<file path="src/rtl/prbs_multilevel_edge_shaper_if.sv">
// Signal bundle between the LFSR/configuration side and the multilevel edge shaper.
interface prbs_multilevel_edge_shaper_if #(
    parameter int DATA_W = 16,
    parameter int TIME_W = 8
);
    logic                     prbs_bit_out;
    logic                     lfsr_clk_enable;
    logic [TIME_W-1:0]        rise_time_cfg;
    logic [TIME_W-1:0]        fall_time_cfg;
    logic signed [DATA_W-1:0] level_high;
    logic signed [DATA_W-1:0] level_low;
    logic [1:0]               filter_strength;
    logic signed [DATA_W-1:0] shaped_prbs_data;
    logic [1:0]               edge_state_dbg;
    logic [TIME_W-1:0]        edge_counter_dbg;
    logic                     edge_done;

    modport master (
        output prbs_bit_out, lfsr_clk_enable, rise_time_cfg, fall_time_cfg,
               level_high, level_low, filter_strength,
        input  shaped_prbs_data, edge_state_dbg, edge_counter_dbg, edge_done
    );

    modport slave (
        input  prbs_bit_out, lfsr_clk_enable, rise_time_cfg, fall_time_cfg,
               level_high, level_low, filter_strength,
        output shaped_prbs_data, edge_state_dbg, edge_counter_dbg, edge_done
    );
endinterface

</file>
<file path="src/rtl/prbs_multilevel_edge_shaper.sv">
// PRBS bit stream to signed DAC samples: exact-step ramps between programmable levels,
// sequential divider for the step size, Bresenham remainder spreading, one-pole IIR output.
module prbs_multilevel_edge_shaper #(
    parameter int DATA_W   = 16,
    parameter int TIME_W   = 8,
    parameter int FILT_MAX = 3
) (
    input  logic                         dac_clk,
    input  logic                         reset,
    prbs_multilevel_edge_shaper_if.slave bus
);
    localparam int               CNT_W    = $clog2(DATA_W + 2);
    localparam logic [CNT_W-1:0] DIV_LAST = CNT_W'(DATA_W);

    typedef enum logic [1:0] {
        IDLE_LOW  = 2'd0,
        CALC      = 2'd1,
        RAMP      = 2'd2,
        IDLE_HIGH = 2'd3
    } state_t;

    function automatic logic [1:0] clamp_shift(input logic [1:0] k);
        if (int'(k) > FILT_MAX) return 2'(FILT_MAX);
        return k;
    endfunction

    // One restoring iteration: {rem, quo} shifts left and the quotient bit enters at the LSB.
    function automatic logic [TIME_W+DATA_W:0] div_iter(input logic [TIME_W-1:0] rem,
                                                        input logic [DATA_W:0]   quo,
                                                        input logic [TIME_W-1:0] n);
        logic [TIME_W:0] trial;
        logic            ge;
        trial = {rem, quo[DATA_W]};
        ge    = (trial >= {1'b0, n});
        if (ge) trial = trial - {1'b0, n};
        return {trial[TIME_W-1:0], quo[DATA_W-1:0], ge};
    endfunction

    function automatic logic signed [DATA_W-1:0] ramp_step(input logic signed [DATA_W-1:0] cur,
                                                           input logic [DATA_W:0]          step,
                                                           input logic                     neg);
        logic signed [DATA_W+1:0] acc;
        acc = {{2{cur[DATA_W-1]}}, cur};
        if (neg) acc = acc - signed'({1'b0, step});
        else     acc = acc + signed'({1'b0, step});
        return acc[DATA_W-1:0];
    endfunction

    // y + ((x - y) >>> k) always lies between y and x, so truncation back is lossless.
    function automatic logic signed [DATA_W-1:0] iir_step(input logic signed [DATA_W-1:0] y,
                                                          input logic signed [DATA_W-1:0] x,
                                                          input logic [1:0]               k);
        logic signed [DATA_W:0] acc;
        acc = signed'({x[DATA_W-1], x}) - signed'({y[DATA_W-1], y});
        acc = acc >>> k;
        acc = acc + signed'({y[DATA_W-1], y});
        return acc[DATA_W-1:0];
    endfunction

    state_t                   state, state_nxt;
    logic                     cur_bit, samp, neg, big, done_nxt, done_q;
    logic signed [DATA_W-1:0] ramp_p0, filt_p1, tgt_new;
    logic signed [DATA_W:0]   diff_new;
    logic [DATA_W:0]          mag_new, quo, step;
    logic [TIME_W-1:0]        n_new, n_len, rem, edge_cnt;
    logic [TIME_W:0]          err, esum;
    logic [CNT_W-1:0]         div_cnt;
    logic [TIME_W+DATA_W:0]   div_nxt;

    always_comb begin
        samp    = bus.lfsr_clk_enable && (bus.prbs_bit_out != cur_bit);
        tgt_new = bus.prbs_bit_out ? bus.level_high : bus.level_low;
        n_new   = bus.prbs_bit_out ? bus.rise_time_cfg : bus.fall_time_cfg;
        if (n_new == '0) n_new = TIME_W'(1);
        diff_new = signed'({tgt_new[DATA_W-1], tgt_new}) - signed'({ramp_p0[DATA_W-1], ramp_p0});
        mag_new  = diff_new[DATA_W] ? unsigned'(-diff_new) : unsigned'(diff_new);
        div_nxt  = div_iter(rem, quo, n_len);
        esum     = err + {1'b0, rem};
        big      = (esum >= {1'b0, n_len});
        step     = quo + {{DATA_W{1'b0}}, big};
    end

    always_comb begin
        state_nxt = state;
        done_nxt  = 1'b0;
        if (samp) begin
            state_nxt = CALC;
        end else begin
            case (state)
                CALC: if (div_cnt == DIV_LAST) state_nxt = RAMP;
                RAMP: if (edge_cnt == TIME_W'(1)) begin
                    state_nxt = cur_bit ? IDLE_HIGH : IDLE_LOW;
                    done_nxt  = 1'b1;
                end
                default: ;
            endcase
        end
    end

    always_ff @(posedge dac_clk) begin
        if (reset) begin
            state  <= IDLE_LOW;
            done_q <= 1'b0;
        end else begin
            state  <= state_nxt;
            done_q <= done_nxt;
        end
    end

    // Stage p0: edge capture, divider iterations and ramp stepping
    always_ff @(posedge dac_clk) begin
        if (reset) begin
            cur_bit  <= 1'b0;
            ramp_p0  <= '0;
            edge_cnt <= '0;
            div_cnt  <= '0;
            err      <= '0;
        end else if (samp) begin
            cur_bit  <= bus.prbs_bit_out;
            neg      <= diff_new[DATA_W];
            quo      <= mag_new;
            rem      <= '0;
            n_len    <= n_new;
            div_cnt  <= '0;
            edge_cnt <= '0;
        end else if (state == CALC) begin
            {rem, quo} <= div_nxt;
            div_cnt    <= div_cnt + 1'b1;
            if (div_cnt == DIV_LAST) begin
                edge_cnt <= n_len;
                err      <= '0;
            end
        end else if (state == RAMP) begin
            ramp_p0  <= ramp_step(ramp_p0, step, neg);
            err      <= big ? (esum - {1'b0, n_len}) : esum;
            edge_cnt <= edge_cnt - 1'b1;
        end
    end

    // Stage p1: one-pole smoothing of the ramp
    always_ff @(posedge dac_clk) begin
        if (reset) filt_p1 <= '0;
        else       filt_p1 <= iir_step(filt_p1, ramp_p0, clamp_shift(bus.filter_strength));
    end

    assign bus.shaped_prbs_data = filt_p1;
    assign bus.edge_state_dbg   = state;
    assign bus.edge_counter_dbg = edge_cnt;
    assign bus.edge_done        = done_q;
endmodule
</file>
<file path="src/flat_wrapper.sv">
// flat-port wrapper written by rule: the top's interface ports become plain ports
module prbs_multilevel_edge_shaper_flat 
#(
    parameter int DATA_W   = 16,
    parameter int TIME_W   = 8,
    parameter int FILT_MAX = 3
)
  (dac_clk, reset, bus_prbs_bit_out, bus_lfsr_clk_enable, bus_rise_time_cfg, bus_fall_time_cfg, bus_level_high, bus_level_low, bus_filter_strength, bus_shaped_prbs_data, bus_edge_state_dbg, bus_edge_counter_dbg, bus_edge_done);
  prbs_multilevel_edge_shaper_if #(.DATA_W(DATA_W), .TIME_W(TIME_W)) bus_i ();
  input  logic dac_clk;
  input  logic reset;
  input wire logic [$bits(bus_i.prbs_bit_out)-1:0] bus_prbs_bit_out;
  input wire logic [$bits(bus_i.lfsr_clk_enable)-1:0] bus_lfsr_clk_enable;
  input wire logic [$bits(bus_i.rise_time_cfg)-1:0] bus_rise_time_cfg;
  input wire logic [$bits(bus_i.fall_time_cfg)-1:0] bus_fall_time_cfg;
  input wire logic [$bits(bus_i.level_high)-1:0] bus_level_high;
  input wire logic [$bits(bus_i.level_low)-1:0] bus_level_low;
  input wire logic [$bits(bus_i.filter_strength)-1:0] bus_filter_strength;
  output wire logic [$bits(bus_i.shaped_prbs_data)-1:0] bus_shaped_prbs_data;
  output wire logic [$bits(bus_i.edge_state_dbg)-1:0] bus_edge_state_dbg;
  output wire logic [$bits(bus_i.edge_counter_dbg)-1:0] bus_edge_counter_dbg;
  output wire logic [$bits(bus_i.edge_done)-1:0] bus_edge_done;
  assign bus_i.prbs_bit_out = bus_prbs_bit_out;
  assign bus_i.lfsr_clk_enable = bus_lfsr_clk_enable;
  assign bus_i.rise_time_cfg = bus_rise_time_cfg;
  assign bus_i.fall_time_cfg = bus_fall_time_cfg;
  assign bus_i.level_high = bus_level_high;
  assign bus_i.level_low = bus_level_low;
  assign bus_i.filter_strength = bus_filter_strength;
  assign bus_shaped_prbs_data = bus_i.shaped_prbs_data;
  assign bus_edge_state_dbg = bus_i.edge_state_dbg;
  assign bus_edge_counter_dbg = bus_i.edge_counter_dbg;
  assign bus_edge_done = bus_i.edge_done;
  prbs_multilevel_edge_shaper #(.DATA_W(DATA_W), .TIME_W(TIME_W), .FILT_MAX(FILT_MAX)) u_core (.dac_clk(dac_clk), .reset(reset), .bus(bus_i));
endmodule
</file>
<file path="config.mk">
export PLATFORM = sky130hd
export DESIGN_NAME = prbs_multilevel_edge_shaper_flat
export DESIGN_NICKNAME = d
export VERILOG_FILES = /design/src/rtl/prbs_multilevel_edge_shaper_if.sv /design/src/rtl/prbs_multilevel_edge_shaper.sv /design/src/flat_wrapper.sv
export SDC_FILE = /design/constraint.sdc
export NUM_CORES = 1
export LEC_CHECK = 0
export CAP_MARGIN = 20
export CORE_ASPECT_RATIO = 1.75
export CORE_UTILIZATION = 50
export DETAILED_ROUTE_END_ITERATION = 7
export PLACE_DENSITY_LB_ADDON = 0.05
export REMOVE_ABC_BUFFERS = 1
export SLEW_MARGIN = 20
export SYNTH_ARGS = -nofsm -noshare
export SYNTH_HDL_FRONTEND = slang
export SYNTH_SLANG_ARGS = --single-unit
</file>
<file path="constraint.sdc">
create_clock -name dac_clk -period 7.5 [get_ports dac_clk]
set_clock_uncertainty 0.1 [all_clocks]
set_input_delay 1.5 -clock dac_clk [delete_from_list [all_inputs] [get_ports dac_clk]]
set_output_delay 1.5 -clock dac_clk [all_outputs]
set_load 0.02 [all_outputs]
</file>
Word level (Yosys, flattened, before mapping). Cells that the tools add are included.

Flip-flop bits (word level): 92. Input bits: 54. Output and inout port bits: 27. Logic and storage cells: 76.

$add $sub $neg: 12. Order comparisons: 2. Eq/ne operators: 9. Shifts and indexed selects: 1. Muxes and demuxes: 21. Bitwise logic cells: 4. Reductions and logical operators: 14.

Operator list (count): 17-bit two-way mux (3); 8-bit two-way mux (6); 9-bit two-way mux (4); 16-bit by 16-bit subtractor with 17-bit output (2); 16-bit adder (2); 16-bit two-way mux (2); 9-bit by 8-bit greater-or-equal comparator with 1-bit output (2); 17-bit negator (1); 17-bit by 2-bit >>> shifter with 16-bit output (1); 16-bit by 1-bit adder with 16-bit output (1); 16-bit subtractor (1); 3-bit AND reduction (4); 9-bit by 8-bit adder with 9-bit output (1); 9-bit by 8-bit subtractor with 9-bit output (1); 8-bit by 1-bit == test with 1-bit output (second input constant) (1); 8-bit zero test (1); 8-bit by 1-bit subtractor with 8-bit output (second input constant) (1); 8-bit subtractor (1); 2-bit two-way mux (3); 3-bit by 1-bit != test with 1-bit output (second input constant) (2); 2-bit AND reduction (3); 5-bit by 1-bit adder with 5-bit output (second input constant) (1); 5-bit == test (second input constant) (1); 2-bit by 1-bit != test with 1-bit output (second input constant) (2); other kinds (11) (16).

Longest topological paths before layout. Gate-level depths: netlist of run 1.

Word-level depth: 5. Gate-level depth with buffers: 33. Depth with buffers taken out: 31.

Worst setup path before layout of run 1. No wires, ideal clock.

Path type: register to register. Start: register u_core.rem[0]. End: register u_core.ramp_p0[15]. Library setup time: 0.070 ns. Data arrival time: 6.133 ns. Data required time: 7.330 ns. Path slack: 1.197 ns. Stages on the path, launching flop included: 30. Path buffers: 1. Clock period less this slack: 6.303 ns. Cells stage by stage: edfxtp_1 -> ha_1 -> inv_1 -> fa_1 -> inv_1 -> ha_1 -> nor2b_1 -> o21ai_1 -> nand2b_1 -> a21o_1 -> a21oi_1 -> o21ai_1 -> a2111o_1 -> buf_2 -> ha_1 -> ha_1 -> or4_1 -> o21ai_1 -> nor2_1 -> xor2_1 -> ha_1 -> or3_1 -> or2_0 -> o21bai_1 -> a21oi_1 -> nor4_1 -> o31a_1 -> xnor2_1 -> or3_1 -> a21oi_1.

Longest elaborated chain between the ends: 5. Elaborated cells between the ends (all ways): 6. Those cells by class: 4 x add/sub; 1 x order compare; 1 x mux.

Ends and longest elaborated chain: start, declared (RTL line prbs_multilevel_edge_shaper.sv:65) `logic [TIME_W-1:0] n_new, n_len, rem, edge_cnt;`; start signal, assigned (RTL line prbs_multilevel_edge_shaper.sv:127) `{rem, quo} <= div_nxt;`; 9-bit by 8-bit adder with 9-bit output (*) (RTL line prbs_multilevel_edge_shaper.sv:78) `esum = err + {1'b0, rem};`; 9-bit by 8-bit greater-or-equal comparator with 1-bit output (*) (RTL line prbs_multilevel_edge_shaper.sv:79) `big = (esum >= {1'b0, n_len});`; 16-bit by 1-bit adder with 16-bit output (*) (RTL line prbs_multilevel_edge_shaper.sv:80) `step = quo + {{DATA_W{1'b0}}, big};`; 16-bit adder or 16-bit subtractor (tied branches) (RTL line prbs_multilevel_edge_shaper.sv:45, prbs_multilevel_edge_shaper.sv:44); 16-bit two-way mux (*) (RTL line prbs_multilevel_edge_shaper.sv:44) `if (neg) acc = acc - signed'({1'b0, step});`; end signal, assigned (RTL line prbs_multilevel_edge_shaper.sv:134) `ramp_p0 <= ramp_step(ramp_p0, step, neg);`; end, declared (RTL line prbs_multilevel_edge_shaper.sv:62) `logic signed [DATA_W-1:0] ramp_p0, filt_p1, tgt_new;`.

Mark *: on every way between the ends. The rest lies on a longest branch, timed or not. A chain may end at the register's enable or synchronous reset.

Worst setup path in the final report of run 1. Same ends and word-level chain as after synthesis.

==> impl_metrics.toml, run 1 <==
[run_status]
status = "complete, no violations"

[placement]
gp_congestion = 0.889
dp_hpwl_um = 18900
io_buffers = 80

[global_route]
use_met3 = 0.0213
antenna_found_initial = 0
grt-busiest-layer = "met2"
grt_remaining_overflow = 0
grt_pass1_vias = 8031
use_met2 = 0.532
grt_start_max_net_pins = 42
track_usage = 0.252
grt_util_met1 = 0.238
grt_pass1_wl_um = 37800

[floorplanning]
die-area_um2 = 18800
initial_core_util = 0.508
coreArea_um2 = 18000
io_pins = 81
core.rowCount = 65
die_x_um = 104
dieHeight_um = 181

[synthesis]
syn_inst = 1116
ys_seq_elements = 92
synth_edf_count = 34
synth.cell_area_um2 = 9130
seq_area_frac_synth = 0.239
async_flop_share = 0
ys.flop_type = "dfxtp_1"
synth.distinct_cells = 74
syn_avg_cell_area_um2 = 8.18
yosys_warnings = 0

[detailed_routing]
routed_wl_um = 23500
drtIter0Drc = 222
postRouteAntennaNets = 0
drc = 0
vias_per_cell = 5.74
post_drt_wl_per_cell_um = 16.6
vias = 8110
drt_first_pass_iters = 4

[hold_path]
hp-start = "u_core.err[3]$_SDFFE_PP0P_"
hold_depth = 2
min_path_type = "reg -> reg"

[finish]
seq_area_um2 = 2180
final_nets = 1332
syn_to_final_growth_pct = 14.3
drive_above_1_share = 0.0576
multi_input_area_um2 = 6520
fill_cells = 1716
antenna_cells = 0

[critical_path]
crit_path_end_kind = "flop"
timing.rr.start = "u_core.rem[0]$_SDFFCE_PP0P_"
r2r-end = "u_core.ramp_p0[15]$_SDFFE_PP0P_"
max_stage_delay_ps = 630
crit_start = "u_core.rem[0]$_SDFFCE_PP0P_"
crit_required_ps = 7690
reg2reg_setup_slack_ps = 450
cp_max_fo = 9
worst_r2r_path_depth = 29
slowest_stage = "a2111o_2"
path_common_cell = "ha_1"
worstPathArrival_ps = 7240
worstSetupEndpoint = "u_core.ramp_p0[15]$_SDFFE_PP0P_"
crit_path_start_kind = "flop"
crit_type = "reg -> reg"

[sta]
rsz0062_at_grt = "false"
tns_ps = 0
fin_crit_sh = 0.940
worst_slew_pin_slew_ps = 1070
setup_viol = 0
maxSlewViolCount = 0
min_period_ps = 7050
hold_viol = 0
maxSlewHeadroom = 0.287
clock.fmax_mhz = 142

[job]
drv_cap = 0

[clock_tree]
clk_path_buf_depth = 2
clk_pin_slew_ps = 80
clock_latency_ps = 350
htree_num_levels = 3
cts_tree = "yes"
clock_sinks = 92
cts-root-buf = "clkbuf_16"
cts_hold_buf = 0
cts_buffers = 9
post_cts_buffers = 0

[power_and_ir_drop]
p_leak_nw = 4.22
power.total_w = 0.00345
p_per_area_nw_per_um2 = 330
vdd_drop_max_mv = 0.337
## synthesized netlist by cell type (5+ instances only)
library cell	number	area, um^2
mux2i_1	35	350
nor2b_1	18	113
and2_1	8	50.1
nand3_1	30	150
xor2_1	50	438
a211o_1	5	43.8
o21bai_1	5	37.5
xnor2_1	58	508
a21oi_1	93	465
ha_1	96	1200
or2_2	6	37.5
fa_1	7	140
o31a_1	5	43.8
o21a_1	21	158
nand2b_1	13	81.3
o21ai_1	45	225
a211oi_1	9	67.6
nand4_1	10	62.6
dfxtp_1	58	1160
nor3_1	32	160
mux2_2	22	248
a21o_1	26	195
clkbuf_1	29	109
edfxtp_1	34	1020
o31ai_1	6	45.0
nand2_1	86	323
o21ai_0	33	165
buf_1	6	22.5
and3_1	7	43.8
nor2_1	88	330
or3_1	11	68.8
a2111oi_0	5	43.8
inv_1	73	274
nor4_1	8	50.1
a31oi_1	12	75.1
## cell type report
class                      instances  area share
clock inverter                     7     0.00768
timing repair buffer              87      0.0818
clock buffer                       9      0.0216
inverter                          74      0.0266
sequential                        92       0.209
tap                              234      0.0281
multi-input combinational        911       0.625
## state kept, by name, summed over array words and instances (netlist names)
register / count
u_core.quo: 17
u_core.bus.shaped_prbs_data: 16
u_core.ramp_p0: 16
u_core.err: 9
u_core.bus.edge_counter_dbg: 8
u_core.n_len: 8
u_core.rem: 8
u_core.div_cnt: 5
u_core.bus.edge_state_dbg: 2
u_core.bus.edge_done: 1
u_core.cur_bit: 1
u_core.neg: 1
## cells by family after synthesis
family,count (synthesis),synth area share
simple gates,340,0.184
compound gates,298,0.204
buf+inv,113,0.0477
xor+xnor,108,0.104
fa+ha+maj,103,0.147
flops,92,0.239
mux,62,0.0742
## through the flow
step                      hold WS, ps  instance area [um^2]  cells  utilization  setup WS (ps)
after floorplan                   330                  8970   1077            -           1160
after global placement            342                 10100   1398        0.563            432
after detailed placement          353                 10100   1398        0.563            330
after CTS                         364                 10400   1414        0.580            286
after global routing              392                 10400   1414        0.580           84.3
final                             362                 10400   1414        0.580            448
## power breakdown
group          internal [W]  switching, W
Clock              0.000237      0.000233
Combinational       0.00104       0.00125
Sequential         0.000611     0.0000756
Total               0.00189       0.00156
## worst min-delay path by stage
stage,endpoint,slack [ps]
floorplan,u_core.err[0]$_SDFFE_PP0P_,330
global placement,u_core.err[0]$_SDFFE_PP0P_,340
detailed placement,u_core.err[0]$_SDFFE_PP0P_,350
CTS,u_core.err[0]$_SDFFE_PP0P_,360
global route,u_core.err[0]$_SDFFE_PP0P_,390
finish,u_core.err[3]$_SDFFE_PP0P_,360
## metal layers
layer  share of wire  routed length, um
met1            0.37               8580
met2            0.59              13800
met3           0.016                375
met4           0.034                790
met5               0                  0
## worst max-delay path, delay by kind of cell (launching register included)
family / cells / cell delay (ps)
compound gates: 11 / 2200
simple gates: 8 / 2050
fa+ha+maj: 6 / 1740
flops: 1 / 380
buf+inv: 1 / 50
xor+xnor: 3 / 440
## cells in the final DEF (no fill, tap or decap), types with 10 or more instances in the layout
cell type / count
a21o_1: 26
a21oi_1: 93
a31oi_1: 12
clkdlybuf4s50_1: 80
dfxtp_1: 58
edfxtp_1: 34
ha_1: 96
inv_1: 73
mux2_2: 22
mux2i_1: 35
nand2_1: 86
nand2b_1: 13
nand3_1: 30
nand4_1: 10
nor2_1: 87
nor2b_1: 18
nor3_1: 32
o21a_1: 21
o21ai_0: 33
o21ai_1: 45
or3_1: 11
xnor2_1: 58
xor2_1: 50
## what timing repair did
action	4_1_cts	5_1_grt
endpoints found under the hold margin	0	0
setup endpoints to repair	0	3
resized for setup	0	3
No activity file was read; power rests on OpenSTA's default activity.
==> inputs of run 2 (changes only) <==
- CTS_BUF_LIST: not set -> sky130_fd_sc_hd__clkbuf_8
==> run 2 against run 1 <==
Clock-buffer cell count stayed put; via count is 0.12% lower; clock power fell by 25%; critical endpoint unchanged.
==> impl_metrics.toml, run 2 (same netlist as run 1, synthesis figures left out) <==
[detailed_routing]
drt_first_pass_iters = 4
drc = 0
vias = 8100
drtIter0Drc = 223
postRouteAntennaNets = 0
vias_per_cell = 5.73
routed_wl_um = 23500
post_drt_wl_per_cell_um = 16.6

[power_and_ir_drop]
power.total_w = 0.00333
swShare = 0.464
power_frac_comb = 0.687
power_frac_clock = 0.107
p_sw_w = 0.00155
seqPwrFrac = 0.206
p_int_w = 0.00178
p_leak_nw = 4.18
p_per_area_nw_per_um2 = 322
vdd_drop_max_mv = 0.359

[critical_path]
critPathTopFamily = "compound AO/OA/AOI/OAI gates"
crit_path_end_kind = "flop"
crit_path_start_kind = "flop"
max_stage_delay_ps = 630
worstPathArrival_ps = 7270
cp_max_fo = 9
worst-path-buf-inv = 1
path_common_cell = "ha_1"
slowest_stage = "a2111o_2"
crit_type = "reg -> reg"
crit_required_ps = 7730

[job]
drv_cap = 0

[finish]
fill_cells = 1736
antenna_cells = 0
layout_common_cells = "96 x ha_1, 93 x a21oi_1, 87 x nor2_1, 86 x nand2_1, 80 x clkdlybuf4s50_1"
largest_register_ffs = 17
top_register = "u_core.quo"
drive_above_1_share = 0.0576
final_common_cell = "ha_1"
syn_to_final_growth_pct = 13.2
final_nets = 1332
post-route-util = 0.575

[global_route]
track_usage = 0.251
grt_remaining_overflow = 0
grt_pass1_wl_um = 37700
grt_start_max_net_pins = 42
antenna_found_initial = 0
grt_pass1_vias = 8027

[placement]
dp_hpwl_um = 18900
gp_congestion = 0.889
io_buffers = 80

[floorplanning]
dieHeight_um = 181
die_x_um = 104
io_pins = 81
initial_core_util = 0.508
coreArea_um2 = 18000
die-area_um2 = 18800
core.rowCount = 65

[sta]
fin_crit_sh = 0.939
holdWs_ps = 367
tns_ps = 0
maxSlewViolCount = 0
worst_slew_pin_slew_ps = 1070
clock.fmax_mhz = 142
hold_viol = 0
rsz0062_at_grt = "false"
setup_viol = 0
min_period_ps = 7040
maxSlewHeadroom = 0.287

[clock_tree]
cts_tree = "yes"
clock_latency_ps = 390
clk_path_buf_depth = 2
clk_pin_slew_ps = 110
cts-root-buf = "clkbuf_8"
htree_num_levels = 3
cts_buffers = 9
clock_sinks = 92

[run_status]
status = "complete, no violations"

[hold_path]
min_path_type = "reg -> reg"
==> run 2: cell types whose count changed in the layout (fill, tap and decap cells not counted) <==
cell / before / now
clkbuf_16: 9 / 0
clkbuf_8: 0 / 9
==> run 2: timing repair <==
action                     CTS  global route
setup endpoints to repair    0             3
resized for setup            0             3
setup buffers                0             0
hold buffers                 0             0
==> run 2: power by group through the flow <==
stage / clock [W] / sequential, W / combinational, W
CTS: 0.000366 / 0.000688 / 0.00231
global route: 0.000381 / 0.000700 / 0.00255
global placement: 0 / 0.000697 / 0.00227
floorplan: 0 / 0.000727 / 0.00173
finish: 0.000355 / 0.000687 / 0.00229
detailed placement: 0 / 0.000699 / 0.00228
==> run 2: metrics by stage <==
| step | std cells | setup WS [ps] | cell area [um^2] |
|---|---|---|---|
| after global placement | 1398 | 432 | 10100 |
| after floorplan | 1077 | 1160 | 8970 |
| after global routing | 1414 | 83.5 | 10300 |
| after CTS | 1414 | 285 | 10300 |
| final | 1414 | 461 | 10300 |
| after detailed placement | 1398 | 330 | 10100 |
==> run 2: worst paths after layout <==
kind                                                   endpoint  slack, ps  cells past startpoint                   startpoint
worst max-delay path            u_core.ramp_p0[15]$_SDFFE_PP0P_        460                     29  u_core.rem[0]$_SDFFCE_PP0P_
worst min-delay path                 u_core.err[3]$_SDFFE_PP0P_        370                      2   u_core.err[3]$_SDFFE_PP0P_
worst max register to register  u_core.ramp_p0[15]$_SDFFE_PP0P_        460                     29  u_core.rem[0]$_SDFFCE_PP0P_
worst min register to register       u_core.err[3]$_SDFFE_PP0P_        370                      2   u_core.err[3]$_SDFFE_PP0P_
==> run 2: per-layer routing <==
| layer | GRT usage | wire [um] |
|---|---|---|
| met1 | 0.236 | 8610 |
| met2 | 0.528 | 13700 |
| met3 | 0.0198 | 376 |
| met4 | 0.119 | 828 |
| met5 | 0 | 0 |
==> run 2: layout make-up <==
type | instances | area [um^2] | area share
multi-input combinational | 911 | 6520 | 0.631
sequential | 92 | 2180 | 0.211
timing repair buffer | 87 | 853 | 0.0826
tap | 234 | 293 | 0.0283
inverter | 74 | 278 | 0.0269
clock buffer | 9 | 124 | 0.0120
clock inverter | 7 | 80.1 | 0.00775
==> run 2: tightest hold or removal path, cell delays in order, from the launching register on <==
cell	delay, ps
dfxtp_1	330
nand2_1	50
o21ai_1	50
